$ cat src/rtl/alu_arbiter.sv
// alu_arbiter: shares one combinational 32-bit ALU between two valid/ready requesters,
// round-robin or fixed priority, with a registered operation and a held response.
module alu_arbiter #(
  parameter bit         FAIR      = 1'b1,
  parameter logic [3:0] IDLE_CTRL = 4'b0000
) (
  input  logic        i_clk,
  input  logic        i_rst_n,
  input  logic [1:0]  i_req_valid,
  output logic [1:0]  o_req_ready,
  input  logic [3:0]  i_req_ctrl0,
  input  logic [3:0]  i_req_ctrl1,
  input  logic [31:0] i_req_a0,
  input  logic [31:0] i_req_a1,
  input  logic [31:0] i_req_b0,
  input  logic [31:0] i_req_b1,
  output logic [3:0]  o_alu_ctrl,
  output logic [31:0] o_alu_1,
  output logic [31:0] o_alu_2,
  input  logic [31:0] i_alu_out,
  input  logic        i_alu_zero,
  input  logic        i_alu_neg,
  input  logic        i_alu_negU,
  output logic [1:0]  o_rsp_valid,
  input  logic [1:0]  i_rsp_ready,
  output logic [31:0] o_rsp_data,
  output logic        o_rsp_zero,
  output logic        o_rsp_neg,
  output logic        o_rsp_negU,
  output logic        o_rsp_err,
  output logic        o_busy
);
  typedef enum logic [1:0] {IDLE, EXEC, RESP} state_t;
  state_t state, state_nx;
  logic last, owner, pick, legal, accept;
  logic [3:0] ctrl_q;
  logic [31:0] a_q, b_q;
  always_comb begin
    pick = &i_req_valid ? (FAIR ? ~last : 1'b0) : i_req_valid[1];
    accept = state == IDLE && |i_req_valid;
    o_req_ready = accept ? (pick ? 2'b10 : 2'b01) : 2'b00;
    legal = ctrl_q <= 4'd7 || ctrl_q == 4'd13 || ctrl_q == 4'd14;
    o_alu_ctrl = state == EXEC ? ctrl_q : IDLE_CTRL;
    o_alu_1 = state == EXEC ? a_q : 32'd0;
    o_alu_2 = state == EXEC ? b_q : 32'd0;
    o_rsp_valid = state == RESP ? (owner ? 2'b10 : 2'b01) : 2'b00;
    o_busy = state != IDLE;
    state_nx = state == IDLE ? (accept ? EXEC : IDLE) :
               state == EXEC ? RESP :
               (i_rsp_ready[owner] ? IDLE : RESP);
  end
  always_ff @(posedge i_clk or negedge i_rst_n) begin
    if (!i_rst_n) begin
      state <= IDLE;
      last <= 1'b1;
      owner <= 1'b0;
      ctrl_q <= 4'd0;
      a_q <= 32'd0;
      b_q <= 32'd0;
      o_rsp_data <= 32'd0;
      o_rsp_zero <= 1'b0;
      o_rsp_neg <= 1'b0;
      o_rsp_negU <= 1'b0;
      o_rsp_err <= 1'b0;
    end else begin
      state <= state_nx;
      if (accept) begin
        owner <= pick;
        last <= pick;
        ctrl_q <= pick ? i_req_ctrl1 : i_req_ctrl0;
        a_q <= pick ? i_req_a1 : i_req_a0;
        b_q <= pick ? i_req_b1 : i_req_b0;
      end
      // illegal codes discard whatever the ALU produced
      if (state == EXEC) begin
        o_rsp_data <= legal ? i_alu_out : 32'd0;
        o_rsp_zero <= legal & i_alu_zero;
        o_rsp_neg <= legal & i_alu_neg;
        o_rsp_negU <= legal & i_alu_negU;
        o_rsp_err <= ~legal;
      end
    end
  end
endmodule
$ cat config.mk
export PLATFORM = sky130hd
export DESIGN_NAME = alu_arbiter
export DESIGN_NICKNAME = d
export VERILOG_FILES = /design/src/rtl/alu_arbiter.sv
export SDC_FILE = /design/constraint.sdc
export NUM_CORES = 1
export LEC_CHECK = 0
export CORE_ASPECT_RATIO = 1.5
export CORE_MARGIN = 3
export CORE_UTILIZATION = 39
export DETAILED_ROUTE_END_ITERATION = 7
export PLACE_DENSITY = 0.81
export SLEW_MARGIN = 20
export SYNTH_ARGS = -nofsm -noshare
export SYNTH_HDL_FRONTEND = slang
export SYNTH_SLANG_ARGS = --single-unit
$ cat constraint.sdc
create_clock -name i_clk -period 1.8 [get_ports i_clk]
set_input_delay 0.36 -clock i_clk [delete_from_list [all_inputs] [get_ports i_clk]]
set_output_delay 0.36 -clock i_clk [all_outputs]
set_load 0.1 [all_outputs]
======== Yosys cells after proc, flatten, opt, wreduce, memory -nomap -nowiden ========
Cells that the tools add are included.
word-level totals
  bits in registers ....................... 108
  bits in latches ......................... 0
  bits in writable memories ............... 0
  memory bits (read-only) ................. 0
  memories kept ........................... 0
operators by class
  $add $sub $neg .......................... 0
  multipliers ............................. 0
  divide/modulo/power cells ............... 0
  order comparisons ....................... 2
  eq/ne operators ......................... 4
  shift-type cells ........................ 0
  muxes and demuxes ....................... 18
  bitwise gates (word level) .............. 5
  reductions and logical operators ........ 7
operators with widths
  operator                                                         number
  two-way mux 32 bit                                               5
  two-way mux 2 bit                                                7
  == test 4 bit (second input constant)                            2
  two-way mux 4 bit                                                2
  less-or-equal comparator 4 x 3 -> 1 bit (second input constant)  1
  two-way mux 1 bit                                                4
  bitwise AND 1 bit                                                3
  == test 2 x 1 -> 1 bit (second input constant)                   1
  == test 2 bit (second input constant)                            1
  zero test 2 bit                                                  1
  logical OR 1 bit                                                 2
  < comparator 1 x 2 -> 1 bit (second input constant)              1
  NOT 1 bit                                                        2
  AND reduction 2 bit                                              1
  nonzero test 2 bit                                               1
  OR reduction 2 bit                                               1
  logical AND 1 bit                                                1

======== Logic depth before layout (Yosys ltp) ========
  depth in word-level cells ............... 5
  depth in mapped cells ................... 6
  gate-level depth less buffers ........... 4

======== Worst setup path after synthesis ========
Ideal clock, no wire load.
  kind .................................... reg-to-output
  from .................................... reg state[0]
  to ...................................... out o_rsp_valid[0]
  arrival time ............................ 2.628 ns
  data required time ...................... 1.440 ns
  slack ................................... -1.188 ns
  cell stages (with the launch flop) ...... 2
  path buffers ............................ 0
  cells stage by stage .................... dfrtp_1 > nor3b_1
on the way
  cells in the longest elaborated chain, start to end .. 2
RTL lines
  item                    line  source
  from (decl)             34    state_t state, state_nx;
  from (signal assigned)  66    state <= state_nx;
  == test 2 bit           46    o_rsp_valid = state == RESP ? (owner ? 2'b10 : 2'b01) : 2'b00;
  two-way mux 2 bit       46
  to (decl)               24    output logic [1:0] o_rsp_valid,
No other way between the ends.

======== Worst setup path after layout ========
  from .................................... reg state[1]
  to ...................................... out o_alu_2[8]
on the way
  cells in the longest elaborated chain, start to end .. 2
RTL lines
  item                    line  source
  == test 2 x 1 -> 1 bit  45    o_alu_2 = state == EXEC ? b_q : 32'd0;
  two-way mux 32 bit      45
  to (decl)               19    output logic [31:0] o_alu_2,
No other way between the ends.

==> results.toml <==
[clocking]
clock_tree.htree_level_count = 3
clk_lat_worst_skew_ns = 0.35
cts_inserted_buffers = 9
cts-root-to-sink-buffers = 2
worst_setup_hold_path_clk_slew_ns = 0.07
clock-sinks = 108
cts_root_buffer = "sky130_fd_sc_hd__clkbuf_16"
tritoncts = "done"
cts_hold_repair.buffers = 0

[synth]
synthDominantAreaCellType = "sky130_fd_sc_hd__dfrtp_1"
synth.avg_cell_area_um2 = 10.5
yosysUniqueCellTypes = 24
edff_count_synth = 0
synthesis.nets = 664
synthCells = 487
flops_latches_synth = 108
yosys_warnings = 0
synth_seq_area_share_pct = 52.8
commonest_cells_in_the_netlist = "107 x sky130_fd_sc_hd__dfrtp_1, 73 x sky130_fd_sc_hd__nand2_1, 68 x sky130_fd_sc_hd__a221o_1, 68 x sky130_fd_sc_hd__o21a_1, 67 x sky130_fd_sc_hd__and2_1"
synthArstFlopShare_pct = 100
syn_area_um2 = 5120
synth.top_cells.by_area = "sky130_fd_sc_hd__dfrtp_1 52%, sky130_fd_sc_hd__a221o_1 13%, sky130_fd_sc_hd__o21a_1 10%, sky130_fd_sc_hd__and2_1 8.2%, sky130_fd_sc_hd__nand2_1 5.3%"
yosysMostFrequentCell = "sky130_fd_sc_hd__dfrtp_1"
synth_largest_type_area_fraction_pct = 52.2
yosys_most_used_dff = "sky130_fd_sc_hd__dfrtp_1"

[setup_path]
cpMaxStageDelayCell = "sky130_fd_sc_hd__dfrtp_2"
criticalPathCategory = "flip-flop to primary output"
crit_family = "buffers and inverters"
cp_data_arrival_time_ns = 1.62
critical-path-top-cell-by-count = "sky130_fd_sc_hd__buf_12"
ff2ff_path_depth = 7
regToRegSetupSlack_ns = 0.09
setup.worst_path.end_class = "primary output"
worst_r2r_endpoint = "o_rsp_data[29]"
cp-start-kind = "flip-flop"
cp_data_required_time_ns = 1.44
timing.critical_path.fanout_max = 11
timing.critical_path.slowest_cell_delay_ns = 0.45
crit_chain = "nor2b_4 > buf_12 > buf_12 > and2_4 > buf_12"
rr_startpoint = "state[1]"
total_buffers_and_inverters_traversed_by_the_critical_path = 3

[layout]
syn_to_final_growth_pct = 96.8
design.final.nets = 948
post_route_cells_drive_above_1_share_pct = 31.2
layout.filler_cells = 723
fin_util_pct = 79.8
postLayoutCellArea_um2 = 10100

[floorplan]
floorplan.initialDensity_pct = 40.6
io_pins = 286
die_h_um = 146
num_rows = 50
floorplan.die_area_um2 = 14600
die-width_um = 99.6
floorplan.core_area_um2 = 12600

[drt]
detail_route.wirelength_mm = 20.0
drt_iter0_markers = 247
vias = 5112
route.detailed.wl_per_inst_um = 21.4
drtAntennaViolNets = 0
firstDrtPassIters = 5
drc_violation_count_after_routing = 0
viasPerCell = 5.47

[timing]
grt_setup_unrepaired = "true"
hold_violations = 0
max_slew.worst_pin.slew_ns = 0.591
maxSlewHeadroom_pct = 60.6
timing.final.setup_violations = 71
period_minus_slack_ns = 1.98
final.period_utilization_pct = 110
worst_slack_ns = -0.179
final_max_slew_viol_count = 0
timing.fmax_mhz = 505
fin_tns_setup_ns = -10.86
clock_skew_ns = 0.0123

[grt]
remaining_overflow_grt = 0
maximum_number_of_pins_on_one_net_before_global_route_repair = 109
grt_first_pass_wirelength_mm = 30.8
gr-usage-all-layers_pct = 26.9
number_of_antenna_violations_at_the_first_check_in_global_routing = 2
via_count_of_the_first_global_routing_pass = 5736

[run_status]
result_of_the_run = "finished, violations left"
failed_checks = "negative setup slack"

[placement]
area_after_detailed_placement_um2 = 9550
placed_wire_length_estimate_mm = 14.6
gp_congestion = 0.789
io_buffers = 285

[power]
power.leakage_nw = 4.31
power-per-cell-area_nw_per_um2 = 2190
worst_supply_voltage_drop_on_vdd_mv = 1.30

[worst_hold_path]
holdCritPathClass = "input port to asynchronous set/reset pin"

[job]
drv_cap = 0
==> worst max-delay path by stage <==
stage	cells past startpoint	slack, ns	to	from
floorplan	4	0.08	o_req_ready[0]	last
global placement	5	-0.10	b_q[15]	i_req_valid[1]
detailed placement	5	-0.12	a_q[5]	i_req_valid[1]
CTS	5	-0.17	o_alu_2[7]	state[1]
global route	5	-0.20	o_alu_1[27]	state[1]
finish	5	-0.18	o_alu_2[8]	state[1]
==> stage by stage <==
step                worst slack (ns)  total power (W)  hold WS [ns]  instances
floorplan                     0.0839           0.0139        0.0644        487
global placement              -0.102           0.0192         0.476        902
detailed placement            -0.118           0.0195         0.487        902
CTS                           -0.166           0.0220         0.106        926
global route                  -0.196           0.0229         0.112        934
finish                        -0.179           0.0221        0.0561        934
==> layer usage <==
layer / vias to the layer above / part of all wire, % / track usage (%)
li1: 2319 / - / -
met5: - / 0 / 0
met3: 55 / 6.1 / 4.02
met1: 2483 / 34 / 28.8
met2: 255 / 55 / 50.0
met4: 0 / 4.5 / 14.1
==> power breakdown <==
part,internal [W],total (W),leakage (nW),switching (W)
logic,0.00635,0.0157,2.84,0.00933
registers,0.00361,0.00451,1.34,0.000906
clock network,0.000960,0.00190,0.129,0.000945
total,0.0109,0.0221,4.31,0.0112
==> cell families after synthesis <==
group	synth area share [%]
multiplexers	0.195
buffers and inverters	4.71
XOR/XNOR	0.171
AO/OA/AOI/OAI	27.4
flip-flops	52.8
AND/OR/NAND/NOR	14.7
==> sequential cells by signal, indices dropped and copies added, names as in the netlist <==
signal      flops
o_rsp_data     32
o_rsp_err       1
owner           1
a_q            32
state           2
ctrl_q          4
o_rsp_neg       1
b_q            32
last            1
o_rsp_zero      1
o_rsp_negU      1
==> cell type report <==
cell class / count / area [um2] / area share, %
Antenna cell: 2 / 5.00 / 0.0496
Clock buffer: 9 / 225 / 2.23
Clock inverter: 7 / 57.6 / 0.571
Inverter: 3 / 11.3 / 0.112
Multi-Input combinational cell: 328 / 2410 / 23.9
Sequential cell: 108 / 2710 / 26.8
Tap cell: 156 / 195 / 1.94
Timing Repair Buffer: 321 / 4480 / 44.4
==> placed cells by master, fill, tap and decap left out, drive strengths merged, types with 2 or more instances in the layout <==
| cell type | netlist | final |
|---|---|---|
| clkbuf | 18 | 11 |
| and2 | 67 | 67 |
| a21o | 3 | 3 |
| buf | 30 | 143 |
| and3 | 2 | 2 |
| clkdlybuf4s50 | 0 | 175 |
| diode | 0 | 2 |
| nand2 | 73 | 73 |
| o21a | 68 | 68 |
| a21oi | 35 | 35 |
| nor2 | 3 | 3 |
| a221o | 68 | 68 |
| nand2b | 2 | 2 |
| dfrtp | 107 | 107 |
| inv | 3 | 7 |
| clkinvlp | 0 | 3 |
==> what timing repair did <==
| action | 4_1_cts | 5_1_grt |
|---|---|---|
| pin swaps | 6 | 20 |
| resized for setup | 30 | 0 |
| gates cloned | 2 | 2 |
| setup endpoints to repair | 71 | 71 |
| setup buffers | 6 | 4 |
| endpoints found under the hold margin | 0 | 0 |
Note: power is estimated with default switching activity, not from simulation.
==> variant 1 (same settings) <==
Make the reset (`i_rst_n`) synchronous in one clocked block.
--- a/src/rtl/alu_arbiter.sv
+++ b/src/rtl/alu_arbiter.sv
@@ -51,3 +51,3 @@
   end
-  always_ff @(posedge i_clk or negedge i_rst_n) begin
+  always_ff @(posedge i_clk) begin
     if (!i_rst_n) begin
Function: differs if i_rst_n is asserted again (counterexample within 4 cycles, from zero or initial values and one cycle with i_rst_n low); with i_rst_n held inactive, the same outputs for 10 cycles.
==> variant 1 against the unedited design <==
The run still ends with negative setup slack left. Clock skew down 4.0 ps. Cell area hardly changed. Area after synthesis fell by 2.0%. Routed wire length up 12%. Worst setup slack better by 45 ps. Hold slack improved by 450 ps. Sequential cell count is the same. Largest cell class unchanged.
Power is not compared: it rests on default switching activity, and its combinational part moved more than twofold at a synthesized area within 25%.
==> variant 1: results <==
export IMPL_outcome="finished with violations"
export IMPL_failed_checks="negative setup slack"
export IMPL_dpl_cell_count=1013
export IMPL_grt_pass1_vias=6369
export IMPL_relSlewSlack_pct=63.3
export IMPL_first_iter_violations=326
export IMPL_gp_congestion=0.873
export IMPL_place_area_um2=9440
export IMPL_hpwl_um=15700
export IMPL_ys_flop_type="dfxtp_1"
export IMPL_ys_types=29
export IMPL_grtUsageTotal_pct=30.4
export IMPL_max_stage_delay_ps=330
export IMPL_diodes=0
export IMPL_ys_seq_area_share_pct=43.1
export IMPL_hold_slack_ps=504
export IMPL_setup_viol=67
export IMPL_postSynth_asyncResetShare_pct=0
export IMPL_worstPathMaxFanout=10
export IMPL_dp_slack_ps=-160
export IMPL_wl_per_cell_um=21.4
export IMPL_finalSetupTns_ps=-6950
export IMPL_nNetsFinal=1064
export IMPL_setup_slack_ps=-134
export IMPL_hp_class="flop to flop"
export IMPL_grt_max_degree=65
export IMPL_clockBufferDepth=2
export IMPL_critPathArrivalTime_ps=1570
export IMPL_yosys_top_cells_count="137 x nand3_1, 108 x dfxtp_1, 68 x a31oi_1, 67 x and2_1, 55 x o21ai_0"
export IMPL_rrSetupSlack_ps=20
export IMPL_grt_antenna_before_repair=0
export IMPL_finalClockSkew_ps=8.25
export IMPL_syn_area_per_cell_um2=8.19
export IMPL_synth_fp_nets=790
export IMPL_layout_drive_gt1_share_pct=28.5
export IMPL_grt_pass1_wl_um=34500
export IMPL_routed_via_density=5.85
export IMPL_slowest_stage="dfxtp_2"
export IMPL_yosysWarnings=0
variant 1: cell type report:
| type | instances | area, µm² |
|---|---|---|
| timing repair buffer | 332 | 4650 |
| multi-input combinational | 432 | 2770 |
| fill | 742 | 2420 |
| sequential | 108 | 2170 |
| clock buffer | 11 | 253 |
| tap | 156 | 195 |
| clock inverter | 5 | 35.0 |
| inverter | 4 | 22.5 |
variant 1: repair_timing:
action	in CTS	in global routing
resized for setup	16	10
setup endpoints to repair	69	71
endpoints found under the hold margin	0	0
cloned	5	2
buffers inserted	6	6
pin swaps	14	23
variant 1: path summary, 6_finish.rpt:
path,startpoint,end,cells past startpoint
hold / removal,a_q[31],a_q[31],2
setup / recovery,state[0],o_alu_1[20],6
setup reg to reg,state[1],a_q[8],5
hold reg to reg,a_q[31],a_q[31],2
variant 1: kinds of logic (layout without fill, tap and decap cells):
| group | after synthesis | after routing | synth area share [%] |
|---|---|---|---|
| xor gates and xnor gates | 1 | 1 | 0.174 |
| buffers and inverters | 73 | 352 | 6.23 |
| and+or+nand+nor | 252 | 252 | 27.2 |
| DFF | 108 | 108 | 43.1 |
| muxes | 36 | 36 | 7.18 |
| AOI/OAI and AO/OA | 143 | 143 | 16.2 |
variant 1: metal layers:
| metal | GRT usage [%] | wire length [µm] |
|---|---|---|
| met5 | 0 | 0 |
| met4 | 20.5 | 1690 |
| met3 | 4.81 | 1420 |
| met2 | 55.1 | 11800 |
| met1 | 31.5 | 7450 |
variant 1: tightest hold or removal path: stages, from the launching register on:
cell and delay (ps):
dfxtp_1 310, o21ai_0 70, a31oi_1 80
==> variant 2 (same flow settings) <==
Made on the original files. Set the parameter `FAIR` to 1'b0 (it was 1'b1).
--- a/src/rtl/alu_arbiter.sv
+++ b/src/rtl/alu_arbiter.sv
@@ -3,3 +3,3 @@
 module alu_arbiter #(
-  parameter bit         FAIR      = 1'b1,
+  parameter bit         FAIR      = 1'b0,
   parameter logic [3:0] IDLE_CTRL = 4'b0000
Behaviour: not the same (a bounded check fails within 4 cycles, from zero or initial values and one cycle with i_rst_n low).
==> variant 2 against the unedited design <==
The flow still finishes with violations (negative setup slack). Worst setup slack gained 29 ps. Cell area down 0.26%. Sequential cell count down 1. Routed wire length down 0.80%. Cell count up 0.32%. Global-route usage down 1.5 points. Via count grew 1.7%. Total power down 0.28%. Non-clock buffer count grew 11. Register-to-register slack worse by 60 ps. Area after synthesis decreased by 2.7%. Clock power rose by 8%. Count of clock-buffer cells in the layout up 1. Critical path type unchanged. Critical endpoint is now o_alu_1[27]. Largest power group unchanged.
==> variant 2: results <==
export IMPL_outcome="finished with violations"
export IMPL_failed_checks="negative setup slack"
export IMPL_nNetsFinal=955
export IMPL_finalClockSkew_ps=8.31
export IMPL_gp_congestion=0.836
export IMPL_setup_slack_ps=-149
export IMPL_finalSetupTns_ps=-7570
export IMPL_wl_per_cell_um=21.1
export IMPL_worstPathMaxFanout=10
export IMPL_grtUsageTotal_pct=25.4
export IMPL_grt_use_met2_pct=46.2
export IMPL_grt_busiest_layer="met2"
export IMPL_clkLatencyLatePin_ps=340
export IMPL_rrSetupSlack_ps=30
export IMPL_cts_inserted_buffers=9
export IMPL_reg2reg_to="b_q[3]"
export IMPL_grt_max_degree=108
export IMPL_firstDrtPassIters=4
export IMPL_dpl_cell_count=899
export IMPL_clkPwrFrac_pct=9.3
export IMPL_peakVddDrop_uv=1200
export IMPL_cts_resized=16
export IMPL_synth_area_top_cells="dfrtp_1 54%, a221o_1 14%, and2_1 8.5%"
export IMPL_ys_seq_area_share_pct=53.7
export IMPL_met1_usage_pct=27.5
export IMPL_max_stage_delay_ps=430
export IMPL_final_util_pct=80.4
export IMPL_synth_fp_nets=659
export IMPL_grt_antenna_before_repair=1
export IMPL_setup_viol=69
export IMPL_dp_slack_ps=-33.4
export IMPL_first_iter_violations=211
export IMPL_instances_no_fill=937
export IMPL_yosysWarnings=0
export IMPL_hpwl_um=14000
export IMPL_hold_slack_ps=51.0
export IMPL_met3_usage_pct=5.79
export IMPL_synthCells=482
export IMPL_fillers=724
export IMPL_totalPowerFinal_w=0.0220
export IMPL_path_clk_slew_ps=70
export IMPL_crit_path_end="o_alu_1[27]"
export IMPL_routed_via_density=5.55
export IMPL_cts_setup_buffers=9
export IMPL_yosys_top_cells_count="107 x dfrtp_1, 72 x nand2_1, 68 x a221o_1, 68 x and2_1, 68 x and3_1"
export IMPL_layout_drive_gt1_share_pct=32.1
export IMPL_grt_pass1_vias=5426
export IMPL_worstMarginPinSlew_ps=598
export IMPL_netSwitchingPower_w=0.0110
export IMPL_place_area_um2=9340
export IMPL_grt_pass1_wl_um=28000
export IMPL_critPathArrivalTime_ps=1590
export IMPL_leakage_nw=4.59
==> variant 2: cell types whose count changed after synthesis, moves of 2 or more <==
cell	unedited run	this run
o21a_1	68	0
and3_1	2	68
buf_2	28	17
clkbuf_1	18	28
a21o_1	3	1
==> variant 2: per-layer routing <==
layer	routed length (µm)	part of all wire [%]
met4	820	4.1
met3	1430	7.2
met5	0	0
met2	10900	55
met1	6600	33
==> variant 2: cells by family after synthesis <==
group	count (synthesis)	share of synthesized area, %
buf+inv	50	4.42
xor+xnor	1	0.176
simple gates	216	23.7
flops	107	53.7
mux	1	0.201
compound gates	107	17.8
==> variant 2: area by class of cell <==
cell class / count / area share [%]
clock inverter: 3 / 0.647
multi-input combinational: 325 / 22.8
timing repair buffer: 332 / 45.4
tap: 156 / 1.94
antenna: 1 / 0.0249
clock buffer: 10 / 2.38
inverter: 3 / 0.137
sequential: 107 / 26.6
